--- src/rtl/imem_prog_loader.sv ---
// imem_prog_loader: fills instruction memory from a byte stream, holds core.
// Stream: 16-bit LE word count N, then 4N LE payload bytes
//   (plus one XOR checksum byte when IMEM_LOADER_CHECKSUM_EN is defined).
// Ports: clk, rst_n (sync, active low), start, in_valid/in_data/in_ready,
//   imem_we/imem_addr/imem_wdata, core_hold, done, err.
module imem_prog_loader #(
   parameter int                ADDR_W    = 32,
   parameter logic [ADDR_W-1:0] BASE_ADDR = '0,
   parameter int                MAX_WORDS = 1024
) (
   input  logic              clk,
   input  logic              rst_n,
   input  logic              start,
   input  logic              in_valid,
   input  logic [7:0]        in_data,
   output logic              in_ready,
   output logic              imem_we,
   output logic [ADDR_W-1:0] imem_addr,
   output logic [31:0]       imem_wdata,
   output logic              core_hold,
   output logic              done,
   output logic              err
);

   typedef enum logic [2:0] {
      S_IDLE,
      S_HDR0,
      S_HDR1,
      S_LOAD,
`ifdef IMEM_LOADER_CHECKSUM_EN
      S_CSUM,
`endif
      S_DONE,
      S_ERR
   } state_t;

   localparam logic [16:0] MAX_N = 17'(MAX_WORDS);

   state_t      state;
   logic [7:0]  n_lo;
   logic [15:0] n_words;
   logic [15:0] word_idx;
   logic [1:0]  byte_idx;
   logic [23:0] asm_q;
`ifdef IMEM_LOADER_CHECKSUM_EN
   logic [7:0]  csum_q;
`endif

   logic        xfer;
   logic        restart;
   logic        last_word;
   logic [15:0] n_hdr;
   logic [17:0] word_off;

   assign xfer      = in_valid & in_ready;
   assign n_hdr     = {in_data, n_lo};
   assign last_word = (word_idx == n_words - 16'd1);
   assign word_off  = {word_idx, 2'b00};
   assign restart   = start & ((state == S_IDLE) |
                               (state == S_DONE) |
                               (state == S_ERR));

   always_ff @(posedge clk) begin
      if (!rst_n) begin
         state      <= S_IDLE;
         in_ready   <= 1'b0;
         imem_we    <= 1'b0;
         imem_addr  <= BASE_ADDR;
         imem_wdata <= '0;
         core_hold  <= 1'b1;
         done       <= 1'b0;
         err        <= 1'b0;
         n_lo       <= '0;
         n_words    <= '0;
         word_idx   <= '0;
         byte_idx   <= '0;
         asm_q      <= '0;
`ifdef IMEM_LOADER_CHECKSUM_EN
         csum_q     <= '0;
`endif
      end else begin
         imem_we <= 1'b0;
         if (restart) begin
            state     <= S_HDR0;
            in_ready  <= 1'b1;
            core_hold <= 1'b1;
            done      <= 1'b0;
            err       <= 1'b0;
            word_idx  <= '0;
            byte_idx  <= '0;
`ifdef IMEM_LOADER_CHECKSUM_EN
            csum_q    <= '0;
`endif
         end else begin
            unique case (state)
               S_IDLE: ;
               S_HDR0: begin
                  if (xfer) begin
                     n_lo  <= in_data;
                     state <= S_HDR1;
                  end
               end
               S_HDR1: begin
                  if (xfer) begin
                     n_words <= n_hdr;
                     if (n_hdr == 16'd0) begin
                        state    <= S_DONE;
                        in_ready <= 1'b0;
                     end else if ({1'b0, n_hdr} > MAX_N) begin
                        state    <= S_ERR;
                        in_ready <= 1'b0;
                     end else begin
                        state <= S_LOAD;
                     end
                  end
               end
               S_LOAD: begin
                  if (xfer) begin
                     byte_idx <= byte_idx + 2'd1;
`ifdef IMEM_LOADER_CHECKSUM_EN
                     csum_q   <= csum_q ^ in_data;
`endif
                     unique case (byte_idx)
                        2'd0: asm_q[7:0]   <= in_data;
                        2'd1: asm_q[15:8]  <= in_data;
                        2'd2: asm_q[23:16] <= in_data;
                        default: begin
                           // Fourth byte completes the word; write next cycle.
                           imem_we    <= 1'b1;
                           imem_wdata <= {in_data, asm_q};
                           imem_addr  <= BASE_ADDR + ADDR_W'(word_off);
                           word_idx   <= word_idx + 16'd1;
                           if (last_word) begin
`ifdef IMEM_LOADER_CHECKSUM_EN
                              state    <= S_CSUM;
`else
                              state    <= S_DONE;
                              in_ready <= 1'b0;
`endif
                           end
                        end
                     endcase
                  end
               end
`ifdef IMEM_LOADER_CHECKSUM_EN
               S_CSUM: begin
                  if (xfer) begin
                     in_ready <= 1'b0;
                     state    <= (in_data == csum_q) ? S_DONE : S_ERR;
                  end
               end
`endif
               S_DONE: begin
                  done      <= 1'b1;
                  core_hold <= 1'b0;
               end
               S_ERR: begin
                  err <= 1'b1;
               end
               default: begin
                  state    <= S_IDLE;
                  in_ready <= 1'b0;
               end
            endcase
         end
      end
   end

endmodule

--- config.mk ---
export PLATFORM = sky130hd
export DESIGN_NAME = imem_prog_loader
export DESIGN_NICKNAME = d
export VERILOG_FILES = /design/src/rtl/imem_prog_loader.sv
export SDC_FILE = /design/constraint.sdc
export NUM_CORES = 1
export LEC_CHECK = 0
export ABC_CLOCK_PERIOD_IN_PS = 4400
export BUFFER_PORTS_ARGS = -buffer_cell sky130_fd_sc_hd__clkbuf_2
export CELL_PAD_IN_SITES_DETAIL_PLACEMENT = 1
export CELL_PAD_IN_SITES_GLOBAL_PLACEMENT = 1
export CORE_MARGIN = 2
export CORE_UTILIZATION = 25
export DETAILED_ROUTE_END_ITERATION = 10
export PLACE_DENSITY_LB_ADDON = 0.3
export SYNTH_ARGS = -nofsm -noshare
export SYNTH_HDL_FRONTEND = slang
export SYNTH_SLANG_ARGS = --single-unit
--- constraint.sdc ---
create_clock -name clk -period 4.4 [get_ports clk]
set_input_delay 0.88 -clock clk [delete_from_list [all_inputs] [get_ports clk]]
set_output_delay 0.88 -clock clk [all_outputs]
set_load 0.01 [all_outputs]
==> run summary <==
status: finished clean
fin cells: 1,008
Via density: 4.60
Core Box Area: 20,900 um2
setup bufs post-CTS: 0
Avg Inst Size Synth: 7.87 um2
Rel. slew slack: 33.7%
Clock Sink Count: 122
Reg2Reg Setup Slack: 1650 ps
end point of the critical path: state[2]
first-pass GRT wire length: 24,500 um
Die W: 150 um
Final TNS setup: 0 ps
placed cells: 976
clock root buffer: clkbuf_16
Lkg Pwr: 2.25 nW
r2r startpoint: n_words[0]
vias in the first global route: 4,499
H-tree depth reported by CTS: 4
Post-synth EDFFs: 0
synthesized area: 5290 um2
RSZ-0062 raised after global routing: no
Crit path largest cell delay: 790 ps
deepest clock path buffer count: 2
Final setup viols: 0
area of the die: 22,400 um2
VDD IR-drop max: 0.212 mV
Cells after Synth: 673
CTS Buf Count: 17
crit path max fanout: 6
Hold Buf Count CTS: 0
CP Launch Type: register
routed len/inst: 15.0 um
Critical Path AT: 3130 ps
gr usage total: 14.1%
hold_ws: 453 ps
prevailing post-synth register cell: dfxtp_1
synthesis-to-layout area growth: 21.0%
ys async rst share: 0%
Initial Util: 25.3%
largest net degree at the start of global routing: 53
Max Fclk: 363 MHz
hold violation total from the final report: 0
drc violations: 0
Die H: 150 um
Buf/Inv on CP: 0
port buffer count: 64
post-synthesis sequential area ratio: 46.1%
Antenna diodes: 0
nets: 738
final worst-path cycle share: 62.6%
clk_lat worst skew: 430 ps
R2R cell count: 6
CP Capture Type: register
synth unique cells: 50
Yosys warning count: 0
crit path max-delay cell type: a2111oi_0
Clock Skews: 7.76 ps
Top-Level Pins: 81
GP Congestion: 0.842
initial DRC count: 207
fillers: 2,514
WL final: 15,200 um
CP Cell Sequence: or3_4 > or2_2 > a2111oi_0 > o2111ai_1 > nor4_1 > o21a_1
top layer in use: met4
max_cap viols: 0
Final min period: 2750 ps
family with the most delay on the worst path: compound AO/OA/AOI/OAI gates
Resized cells post-CTS: 0
initial antenna violation count: 0
Hold Crit Class: reg -> reg
layout cells sized above 1: 15.3%
DPL Wire Length: 10,200 um
WP data required: 4770 ps
CP Depth: 6
WL met2: 6890 um
ANT nets after route: 0
PD cells: 409 nW/um2
total congestion overflow: 0
Reg clk slew, reported paths: 60 ps
CP startpoint: n_words[0]
max-slew violations: 0
worst setup path category: reg -> reg
CTS tree: done
Vias: 4,632
met3 wire length: 571 um
flop and latch count out of synthesis: 122
num rows: 53
drt first pass iters: 4
Slew @ Worst Pin: 992 ps
met1 wire length: 7490 um
FF-to-FF End: state[2]
-- cell type report --
cell class / count / area [um2] / area share, %
timing repair buffer: 69 / 370 / 5.78
tap: 275 / 344 / 5.37
sequential: 122 / 2440 / 38.1
multi-input combinational: 496 / 2590 / 40.5
clock buffer: 18 / 429 / 6.70
inverter: 14 / 52.6 / 0.821
clock inverter: 14 / 171 / 2.68
-- worst min-delay path, cell delays in order (launching register included) --
cell	delay, ps
dfxtp_1	300
nand2_1	50
a21oi_1	50
-- placed cells by master (no fill, tap or decap), types with 5 or more instances in the layout --
cell,netlist,final
mux2i_1,9,9
a31oi_1,5,5
conb_1,1,16
clkbuf_16,0,17
ha_1,6,6
or4_1,6,6
nor3_1,9,9
xnor2_1,26,26
a21oi_1,96,96
nand2_1,174,174
clkbuf_2,0,64
inv_1,13,13
nor2_1,42,40
nor3b_1,6,6
nand3_1,37,37
dfxtp_1,122,122
xor2_1,9,9
o21ai_0,8,8
nor4_1,6,6
-- through the flow --
step,instance area (um2),setup WS [ps],total power [mW],utilization [%]
floorplan,5350,1930,1.19,-
global placement,5800,1620,1.21,27.8
detailed placement,5800,1610,1.21,27.8
CTS,6400,1650,2.66,30.7
global route,6400,1360,2.71,30.7
finish,6400,1650,2.62,30.7
-- sequential cells by signal, indices dropped and copies added, names as in the netlist, 2 cells and up --
| signal | flops |
|---|---|
| asm_q | 24 |
| n_words | 16 |
| word_idx | 16 |
| state | 3 |
| n_lo | 8 |
| byte_idx | 2 |
| imem_addr | 16 |
| imem_wdata | 32 |
-- power breakdown --
part / internal [mW] / total, mW / switching, mW
Clock: 0.892 / 1.43 / 0.542
Sequential: 1.11 / 1.11 / 0.00566
Combinational: 0.0160 / 0.0712 / 0.0552
-- worst min-delay path by stage --
stage	startpoint	end	slack, ps	cells past startpoint
after global placement	asm_q[14]	imem_wdata[14]	440	2
after detailed placement	imem_wdata[12]	imem_wdata[12]	450	2
final	imem_addr[16]	imem_addr[16]	450	2
after global routing	imem_addr[5]	imem_addr[5]	480	2
after floorplan	asm_q[0]	imem_wdata[0]	430	2
after CTS	imem_wdata[12]	imem_wdata[12]	450	2
-- cells by family (layout without fill, tap and decap cells) --
logic type / count (synthesis) / in the layout / synth area share [%]
AO/OA/AOI/OAI: 125 / 125 / 13.0
multiplexers: 9 / 9 / 1.70
XOR/XNOR: 35 / 35 / 5.79
AND/OR/NAND/NOR: 305 / 305 / 25.8
flip-flops: 122 / 122 / 46.1
adder cells (fa/ha/maj): 6 / 6 / 1.42
other: 1 / 16 / 0.0708
buffers and inverters: 70 / 115 / 6.12
-- cell usage after synthesis, types with 6 or more instances --
master / n / area (um2)
ha_1: 6 / 75.1
mux2i_1: 9 / 90.1
nor3b_1: 6 / 45.0
xnor2_1: 26 / 228
nor3_1: 9 / 45.0
o21ai_0: 8 / 40.0
nor2_1: 42 / 158
dfxtp_1: 122 / 2440
xor2_1: 9 / 78.8
buf_4: 16 / 120
a21oi_1: 96 / 480
nand2_1: 174 / 653
nand3_1: 37 / 185
or4_1: 6 / 45.0
clkbuf_1: 39 / 146
nor4_1: 6 / 37.5
inv_1: 13 / 48.8
-- layer usage --
metal | up-vias | global-route usage (%)
li1 | 2322 | -
met1 | 2218 | 18.7
met4 | 0 | 4.71
met2 | 78 | 22.2
met3 | 14 | 3.51
met5 | - | 0
No activity file was read; power rests on OpenSTA's default activity.
